File: src/rtl/alu_ctrl_pkg.sv
// Shared constants for the ALU request arbiter: FSM state encoding and
// the legal range of the ALU latency parameter.
package alu_ctrl_pkg;

  typedef enum logic [1:0] {
    S_IDLE = 2'd0,
    S_EXEC = 2'd1,
    S_DONE = 2'd2
  } state_e;

  localparam int ALU_LAT_MIN = 1;
  localparam int ALU_LAT_MAX = 15;
  localparam int CNT_W       = 4;

  // Terminal latency-counter value; out-of-range latencies are clamped.
  function automatic logic [CNT_W-1:0] cnt_last(input int lat);
    int l;
    l = lat;
    if (l < ALU_LAT_MIN) l = ALU_LAT_MIN;
    if (l > ALU_LAT_MAX) l = ALU_LAT_MAX;
    return CNT_W'(l - 1);
  endfunction

endpackage

File: src/rtl/rr_arb2.sv
// Two-way round-robin selector: i_ptr names the requester that wins a tie.
module rr_arb2 (
  input  logic [1:0] i_req,
  input  logic       i_ptr,
  output logic [1:0] o_gnt
);

  always_comb begin
    o_gnt = i_req;
    if (i_req[0] && i_req[1]) begin
      o_gnt = i_ptr ? 2'b10 : 2'b01;
    end
  end

endmodule

File: src/rtl/alu_arbiter.sv
// Arbitrates two requesters onto one shared ALU, holds the operation for
// ALU_LAT cycles, then returns the captured result with the winner's id.
module alu_arbiter
  import alu_ctrl_pkg::*;
#(
  parameter int ALU_LAT = 1,
  parameter int WIDTH   = 32
) (
  input  logic             clk,
  input  logic             rst,
  input  logic             req0,
  input  logic             req1,
  input  logic [4:0]       op0,
  input  logic [4:0]       op1,
  input  logic [WIDTH-1:0] a0,
  input  logic [WIDTH-1:0] b0,
  input  logic [WIDTH-1:0] a1,
  input  logic [WIDTH-1:0] b1,
  output logic             gnt0,
  output logic             gnt1,
  output logic [4:0]       alu_opcode,
  output logic [WIDTH-1:0] alu_a,
  output logic [WIDTH-1:0] alu_b,
  output logic             alu_enable,
  input  logic [WIDTH-1:0] alu_out,
  output logic             res_valid,
  output logic             res_id,
  output logic [WIDTH-1:0] res_data,
  output logic             busy
);

  localparam logic [CNT_W-1:0] LAT_LAST = cnt_last(ALU_LAT);

  state_e           r_state;
  logic [CNT_W-1:0] r_cnt;
  logic             r_ptr;
  logic             r_winner;
  logic [1:0]       w_gnt;

  rr_arb2 u_rr (
    .i_req (({req1, req0})),
    .i_ptr (r_ptr),
    .o_gnt (w_gnt)
  );

  assign busy = (r_state != S_IDLE);

  always_ff @(posedge clk) begin
    if (rst) begin
      r_state    <= S_IDLE;
      r_cnt      <= '0;
      r_ptr      <= 1'b0;
      r_winner   <= 1'b0;
      gnt0       <= 1'b0;
      gnt1       <= 1'b0;
      alu_opcode <= '0;
      alu_a      <= '0;
      alu_b      <= '0;
      alu_enable <= 1'b0;
      res_valid  <= 1'b0;
      res_id     <= 1'b0;
      res_data   <= '0;
    end else begin
      gnt0      <= 1'b0;
      gnt1      <= 1'b0;
      res_valid <= 1'b0;
      case (r_state)
        S_IDLE: begin
          if (|w_gnt) begin
            alu_opcode <= w_gnt[1] ? op1 : op0;
            alu_a      <= w_gnt[1] ? a1  : a0;
            alu_b      <= w_gnt[1] ? b1  : b0;
            gnt0       <= w_gnt[0];
            gnt1       <= w_gnt[1];
            r_winner   <= w_gnt[1];
            // Favour the other requester on the next tie.
            r_ptr      <= w_gnt[0];
            alu_enable <= 1'b1;
            r_cnt      <= '0;
            r_state    <= S_EXEC;
          end
        end
        S_EXEC: begin
          if (r_cnt == LAT_LAST) begin
            res_data   <= alu_out;
            res_id     <= r_winner;
            res_valid  <= 1'b1;
            alu_enable <= 1'b0;
            r_state    <= S_DONE;
          end else begin
            r_cnt <= r_cnt + 1'b1;
          end
        end
        S_DONE:  r_state <= S_IDLE;
        default: r_state <= S_IDLE;
      endcase
    end
  end

endmodule

File: config.mk
export PLATFORM = sky130hd
export DESIGN_NAME = alu_arbiter
export DESIGN_NICKNAME = d
export VERILOG_FILES = /design/src/rtl/alu_ctrl_pkg.sv /design/src/rtl/rr_arb2.sv /design/src/rtl/alu_arbiter.sv
export SDC_FILE = /design/constraint.sdc
export NUM_CORES = 1
export LEC_CHECK = 0
export ABC_AREA = 1
export CAP_MARGIN = 20
export CELL_PAD_IN_SITES_DETAIL_PLACEMENT = 1
export CELL_PAD_IN_SITES_GLOBAL_PLACEMENT = 2
export CORE_MARGIN = 2
export CORE_UTILIZATION = 20
export CTS_CLUSTER_SIZE = 40
export DETAILED_ROUTE_END_ITERATION = 6
export GPL_TIMING_DRIVEN = 0
export HOLD_SLACK_MARGIN = 0.02
export PLACE_DENSITY_LB_ADDON = 0.1
export SLEW_MARGIN = 20
export SYNTH_ARGS = -nofsm -noshare
export SYNTH_HDL_FRONTEND = slang
export SYNTH_SLANG_ARGS = --single-unit
File: constraint.sdc
create_clock -name clk -period 1.85 [get_ports clk]
set_input_delay 0.185 -clock clk [delete_from_list [all_inputs] [get_ports clk]]
set_output_delay 0.185 -clock clk [all_outputs]
set_load 0.02 [all_outputs]
# Word-level counts from Yosys, hierarchy flattened
# Index checks and enable logic that the tools add are counted.
[totals]
regBits = 114
in_bits = 174
out_inout_bits = 107
[classes]
add_sub_neg = 1
eq_ne = 4
n_mux = 15
bitwise_logic = 3
n_reduce_logical = 13
[ops]
columns = ["op", "n"]
rows = [
  ["$mux W32", 2],
  ["$mux W2", 4],
  ["$mux W4", 2],
  ["$pmux W4 S2", 1],
  ["$ne A2 B2 Y1 const B", 3],
  ["$reduce_and A2 Y1", 3],
  ["$reduce_and A3 Y1", 2],
  ["$mux W5", 1],
  ["$add A4 B1 Y4 const B", 1],
  ["$logic_not A4 Y1", 1],
  ["$pmux W2 S2", 1],
  ["$reduce_bool A2 Y1", 2],
  ["$reduce_or A2 Y1", 2],
  ["$mux W1", 3],
  ["$not A1 Y1", 3],
  ["$reduce_or A3 Y1", 1],
  ["$eq A2 B1 Y1 const B", 1],
  ["$logic_not A2 Y1", 1],
  ["$pmux W1 S2", 1],
  ["$logic_and A1 B1 Y1", 1],
]

# Logic depth before layout (Yosys ltp)
# Gate-level depths: netlist (run 1).
[depth]
ltp_word = 5
mapped_depth = 9

# By module
# Synthesis (run 1) repeated with hierarchy kept, for this count alone.
[hier_totals]
hier_cells = 524
hier_area_um2 = 4621.9
[by_module_without_submodules]
columns = ["module", "n_inst", "cells_each", "area_per_inst_um2", "seq_area_each_um2"]
rows = [
  ["alu_arbiter", 1, 519, 4600.7, 2282.2],
  ["rr_arb2", 1, 5, 21.3, 0.0],
]

# Worst setup path after synthesis (run 1)
# Ideal clock, no wire load.
[synth_timing]
kind = "register to register"
startpoint = "reg r_cnt[0]"
endpoint = "reg res_data[10]"
arrival_ns = 1.119
required_time_ns = 1.734
slack_ns = 0.615
path_stages_with_launch = 9
path_buffers = 1
path_cell_list = "dfxtp_1 inv_1 ha_1 nand2_2 nor2_4 inv_2 buf_2 nor2_1 nor2_1"
[synth_via]
elab_chain_cells = 2
[synth_rtl]
columns = ["element", "line_no", "source"]
rows = [
  ["from (decl)", "alu_arbiter.sv:35", "logic [CNT_W-1:0] r_cnt;"],
  ["from (signal assigned)", "alu_arbiter.sv:91", "r_cnt <= r_cnt + 1'b1;"],
  ["$logic_not A4 Y1", "alu_arbiter.sv:84", "if (r_cnt == LAT_LAST) begin"],
  ["$reduce_and A2 Y1 (no line)", "-", ""],
  ["to (signal assigned)", "alu_arbiter.sv:85", "res_data <= alu_out;"],
  ["to (decl)", "alu_arbiter.sv:28", "output logic [WIDTH-1:0] res_data,"],
]
# No other way between the ends.
# A chain may end at the register's enable or synchronous reset.

# Worst setup path after layout (run 1)
[layout_timing]
startpoint = "reg r_state[1]"
endpoint = "out busy"
[layout_via]
elab_chain_cells = 1
[layout_rtl]
columns = ["element", "line_no", "source"]
rows = [
  ["from (decl)", "alu_arbiter.sv:34", "state_e r_state;"],
  ["from (signal assigned)", "alu_arbiter.sv:50", "r_state <= S_IDLE;"],
  ["from (signal assigned)", "alu_arbiter.sv:80", "r_state <= S_EXEC;"],
  ["from (signal assigned)", "alu_arbiter.sv:89", "r_state <= S_DONE;"],
  ["$reduce_bool A2 Y1", "alu_arbiter.sv:46", "assign busy = (r_state != S_IDLE);"],
  ["to (decl)", "alu_arbiter.sv:29", "output logic busy"],
]
# No other way between the ends.

==> results_dict.tcl, run 1 <==
set metrics [dict create \
    syn_inst 729 \
    crit_fanout 2 \
    grt_pass1_vias 5729 \
    worstReg2RegStart "r_cnt[0]" \
    synth_area_leader_cell "dfxtp_1" \
    grt.overflow.total 0 \
    syn_area_um2 4883 \
    netlist.area_leader.share_pct 46.73 \
    power_density_nw_per_um2 951.0 \
    insertion_delay_ns 0.42 \
    fin_ws_ns 0.1337 \
    status "complete, no violations" \
    drt-initial-drc-count 131 \
    vdd_drop_max_mv 0.3658 \
    multi_input_area_um2 2296 \
    p_leak_nw 3.973 \
    whs_ns 0.1147 \
    start_util_pct 20.20 \
    reg2reg_slack_ns 0.31 \
    start_kind "register" \
    startpoint "r_state[1]" \
    path_class "reg -> out" \
    rsz0062_at_grt "false" \
    ys_ff_latch 114 \
    wirelength_um 20160 \
    fillers 2977 \
    dp_slack_ns -0.06187 \
    fmax_mhz 582.7 \
    cts.sinks 114 \
    syn-num-nets 905 \
    avgRoutedWirePerCell_um 14.77 \
    synthDistinctLibCells 21 \
    slowest_delay_ns 0.57 \
    slew_violations 0 \
    crit_path_end_kind "output port" \
    synth.avg_cell_area_um2 6.699 \
    period_minus_slack_ns 1.716 \
    drv_cap 0 \
    seq_area_um2 2282 \
    cts_made_buffers 17 \
    area.growth.synth_to_final_pct 77.81 \
    path_clk_slew_ns 0.06 \
    grt_pass1_wl_um 31690 \
    core.rowCount 57 \
    ys_top_cells_by_area "dfxtp_1, nand2_1, nand3_1" \
    cts_tree "done" \
    reg2regPathDepth 7 \
    drcViolationCount 0 \
    yosysSeqAreaShare_pct 46.73 \
    htreeDepth 4 \
    die_area_um2 25680 \
    ys.warnings.count 0 \
    die_h_um 160.3 \
    finalSetupViolCount 0 \
    cts_root_buf "clkbuf_16" \
    vias_per_cell 4.107 \
    relSlewSlack_pct 67.27 \
    fin_util_pct 35.92 \
    hold_class "in -> reg" \
    drive_gt1_share_pct 7.596 \
    hold_violations 0 \
    gp_congestion 0.7031 \
    io-pin-count 281 \
    crit_path_top_delay_cell "clkdlybuf4s50_1" \
    ant_nets 0 \
    critical_path_required_ns 1.66 \
    worstReg2RegEnd "res_data[7]" \
    nets 1203 \
    dr.pass1.iters 4 \
    dp.final_hpwl_um 15270 \
    crit_arrival_ns 1.53 \
    gr-usage-all-layers_pct 15.73 \
    vias 5606 \
    stdcell_count 1365 \
    antenna_found_initial 0 \
    clockBufferDepth 2 \
    port-buffer-count 279 \
    grt_max_degree 17 \
    fp.dieW_um 160.3 \
    place_inst 1332 \
    crit_chain "nor2_2 -> inv_1 -> clkdlybuf4s50_1" \
    worst_pin_slew_ns 0.4910 \
    coreArea_um2 24180 \
    fin_skew_ns 0.008912 \
    worstSetupEndpoint "busy" \
    post-route-period-util_pct 92.77 \
]
## layer usage
| layer | track usage, % | up-vias | share of wire [%] |
|---|---|---|---|
| li1 | - | 2870 | - |
| met1 | 19.00 | 2565 | 44 |
| met2 | 26.33 | 161 | 47 |
| met3 | 6.156 | 10 | 8.0 |
| met4 | 3.808 | 0 | 0.69 |
| met5 | 0 | - | 0 |
## how the worst min path moves through the flow
stage               depth (start not counted)       start     endpoint  slack [ns]
floorplan                                   2  alu_out[0]  res_data[0]        0.32
global placement                            2  alu_enable   alu_enable        0.46
detailed placement                          2   alu_a[21]    alu_a[21]        0.46
CTS                                         2         rst    res_valid        0.11
global route                                2         rst   r_state[1]        0.13
finish                                      2         rst    res_valid        0.11
## cells in the mapped netlist, drive strengths merged
| cell type | n |
|---|---|
| xnor2 | 1 |
| nor2 | 71 |
| nand3 | 76 |
| o21ai | 36 |
| clkbuf | 11 |
| a21oi | 8 |
| dfxtp | 114 |
| nand2 | 360 |
| buf | 36 |
| ha | 2 |
| inv | 14 |
## cells in the final DEF, fill, tap and decap left out, types with 2 or more instances in the layout
cell             instances
dfxtp_1                114
inv_2                    2
inv_1                   12
clkinvlp_4               3
inv_6                    6
nor2_2                   2
nor2_1                  67
clkdlybuf4s50_1        279
bufinv_16                2
nand2_1                356
nand3_1                 76
buf_6                    2
nand2_2                  3
buf_4                    8
o21ai_0                 35
ha_1                     2
buf_2                   26
a21oi_1                  8
clkbuf_16               17
inv_8                    2
clkbuf_1                10
## area by class of cell
type | count | share of cell area, %
Sequential cell | 114 | 26.28
Buffer | 47 | 2.939
Multi-Input combinational cell | 554 | 26.44
Antenna cell | 1 | 0.02882
Tap cell | 324 | 4.669
Clock inverter | 15 | 1.974
Clock buffer | 17 | 4.899
Timing Repair Buffer | 279 | 32.16
Inverter | 14 | 0.6052
## cell families after synthesis
group	after synthesis	synth area share, %
xor gates and xnor gates	1	0.1794
and+or+nand+nor	507	41.76
adders and majority gates	2	0.5123
buffers and inverters	61	6.303
AOI/OAI and AO/OA	44	4.509
DFF	114	46.73
## where the power goes
group          internal (W)  switching [W]
sequential          0.00271       0.000123
combinational      0.000975        0.00106
clock               0.00203        0.00136
total               0.00571        0.00255
## metrics by stage
step	total power [W]	area (um2)	setup TNS (ns)
after floorplan	0.003811	4883	0
after global placement	0.004966	8082	-0.6830
final	0.008258	8683	0
after CTS	0.008420	8678	0
after detailed placement	0.004973	8082	-1.254
after global routing	0.008710	8681	0
## flip-flops by register name (all words and copies together) (netlist names)
signal,count
alu_a,32
alu_b,32
res_data,32
alu_opcode,5
r_cnt,4
r_state,2
alu_enable,1
gnt0,1
gnt1,1
r_ptr,1
r_winner,1
res_id,1
res_valid,1
## worst max-delay path, delay by kind of cell (launching register included)
family                 cells  cell delay, ns
buffers and inverters      2            0.63
flip-flops                 1            0.32
AND/OR/NAND/NOR            1            0.18
## what timing repair did
item / in CTS / in global routing
gates resized for setup: 0 / 1
setup endpoints to repair: 0 / 1
hold buffers: 0 / 0
buffers inserted: 0 / 0
Note: power is estimated with default switching activity, not from simulation.
==> run 2, diff against run 1 <==
--- a/config.mk
+++ b/config.mk
@@ -9,7 +9,7 @@
 export CAP_MARGIN = 20
 export CELL_PAD_IN_SITES_DETAIL_PLACEMENT = 1
 export CELL_PAD_IN_SITES_GLOBAL_PLACEMENT = 2
-export CORE_MARGIN = 2
+export CORE_MARGIN = 8
 export CORE_UTILIZATION = 20
 export CTS_CLUSTER_SIZE = 40
 export DETAILED_ROUTE_END_ITERATION = 6
==> constraint.sdc (replaced) <==
create_clock -name clk -period 1.85 [get_ports clk]
set_input_delay 0.185 -clock clk [delete_from_list [all_inputs] [get_ports clk]]
set_output_delay 0.185 -clock clk [all_outputs]
set_load 0.01 [all_outputs]
==> run 2 against run 1 <==
Effect of this change:
- fmax is 0.99% higher
- critical path depth unchanged
- sequential cell count unchanged
- via count shrank 0.89%
- sequential power barely moved
- global-route usage down 1.4 points
- routed wire length is 7.6% higher
- clock skew increased by 0.0067 ns
- power decreased by 2.4%
- first-iteration DRC count increased by 31%
- largest cell class unchanged
- final area hardly changed
==> results_dict.tcl, run 2 (synthesis gave the netlist of run 1 again) <==
set metrics [dict create \
    slew_violations 0 \
    p_sw_share_pct 29.15 \
    insertion_delay_ns 0.42 \
    p_leak_nw 3.972 \
    grt_pass1_wl_um 32750 \
    stdcell_count 1364 \
    avgRoutedWirePerCell_um 15.90 \
    nets 1203 \
    power_density_nw_per_um2 928.7 \
    die_h_um 172.3 \
    tns_ns 0 \
    min_to "r_state[1]" \
    power_frac_comb_pct 23.2 \
    die_area_um2 29670 \
    grt_max_degree 17 \
    final_cell_mix "nand2_1, clkdlybuf4s50_1, dfxtp_1, nand3_1, nor2_1" \
    post-cts-setup-buffer-count 0 \
    cts_root_buf "clkbuf_16" \
    ant_nets 0 \
    grt.overflow.total 0 \
    holdPathStages 2 \
    cts_tree "done" \
    hold_violations 0 \
    coreArea_um2 24180 \
    io-pin-count 281 \
    wirelength_um 21690 \
    finalSetupViolCount 0 \
    crit_path_end_kind "output port" \
    start_util_pct 20.20 \
    layout_commonest_cell "nand2_1" \
    power.share.sequential_pct 35.1 \
    clockBufferDepth 2 \
    critical_path_required_ns 1.66 \
    worstReg2RegEnd "res_data[9]" \
    reg2regPathDepth 7 \
    hold_class "in -> reg" \
    dr.pass1.iters 4 \
    grt_pass1_vias 5721 \
    port-buffer-count 279 \
    cts_resized 0 \
    drt-initial-drc-count 171 \
    crit_fanout 2 \
    path_class "reg -> out" \
    cts.sinks 114 \
    cts_made_buffers 17 \
    start_kind "register" \
    fin_skew_ns 0.01562 \
    post-route-period-util_pct 91.86 \
    place_area_um2 8082 \
    gp_congestion 0.7126 \
    htreeDepth 4 \
    antenna_found_initial 0 \
    drv_cap 0 \
    worst_pin_slew_ns 0.5383 \
    worstReg2RegStart "r_cnt[0]" \
    reg2reg_slack_ns 0.28 \
    drcViolationCount 0 \
    hold_buffers 0 \
    switching_power_w 0.002350 \
    reg_top3 "alu_a: 32 flops, alu_b: 32 flops, res_data: 32 flops" \
    intPower_w 0.005710 \
    rsz0062_at_grt "false" \
    period_minus_slack_ns 1.699 \
    relSlewSlack_pct 64.11 \
    status "complete, no violations" \
    gr-usage-all-layers_pct 14.34 \
    path_clk_slew_ns 0.06 \
    min-delay-start "rst" \
    core.rowCount 57 \
    vias_per_cell 4.073 \
    fp.dieW_um 172.3 \
    fmax_mhz 588.4 \
    drive_gt1_share_pct 7.500 \
    fin_util_pct 35.89 \
    place_inst 1332 \
    fin_area_um2 8678 \
    area.growth.synth_to_final_pct 77.71 \
    antenna_cells 0 \
    clkPwrFrac_pct 41.7 \
    vias 5556 \
    vdd_drop_max_mv 0.6443 \
    dp.final_hpwl_um 16880 \
    crit_arrival_ns 1.51 \
]
==> run 2: cell types whose count changed in the layout (fill, tap and decap cells not counted), sizes merged <==
| cell | previous run | this run |
|---|---|---|
| diode | 1 | 0 |
==> run 2: critical path: stages, from the launching register on <==
cell and delay, ns:
dfxtp_1 0.31, nor2_1 0.22, inv_1 0.06, clkdlybuf4s50_1 0.51
==> run 2: worst max path at each step <==
stage	slack [ns]	to	startpoint
2_1_floorplan	0.62	res_data[10]	r_cnt[0]
4_1_cts	0.08	busy	r_state[1]
3_5_place_dp	-0.02	alu_b[22]	req0
3_3_place_gp	-0.06	alu_b[22]	req0
6_report	0.15	busy	r_state[1]
5_1_grt	0.04	busy	r_state[1]
==> run 2: cell type report <==
type	instances	area [um2]
flip-flops and latches	114	2282
plain buffers	47	255.2
fillers	2986	15500
clock buffers	17	425.4
well taps	324	405.4
repair buffers	279	2793
clock inverters	15	171.4
multi-input cells	554	2293
inverters	14	52.55
==> run 2: metrics by stage <==
step	hold slack [ns]	total power [W]	worst slack, ns
finish	0.1295	0.008060	0.1506
global route	0.1273	0.008510	0.04008
CTS	0.1076	0.008238	0.08173
detailed placement	0.4550	0.004801	-0.02061
global placement	0.4498	0.004797	-0.05509
floorplan	0.3199	0.003624	0.6153
==> run 2: layer usage <==
layer	wire length [um]	track usage (%)	share of wire [%]	vias to the layer above
li1	-	-	-	2873
met1	9402	17.32	43	2518
met2	10100	23.14	47	155
met3	2014	5.982	9.3	10
met4	177	3.823	0.82	0
met5	0	0	0	-
==> run 2: power by group through the flow <==
stage | combinational, W | clock (W) | sequential (W)
2_1_floorplan | 0.000628 | 0 | 0.00300
3_3_place_gp | 0.00192 | 0 | 0.00288
3_5_place_dp | 0.00191 | 0 | 0.00289
4_1_cts | 0.00193 | 0.00348 | 0.00284
5_1_grt | 0.00207 | 0.00358 | 0.00286
6_report | 0.00187 | 0.00336 | 0.00283
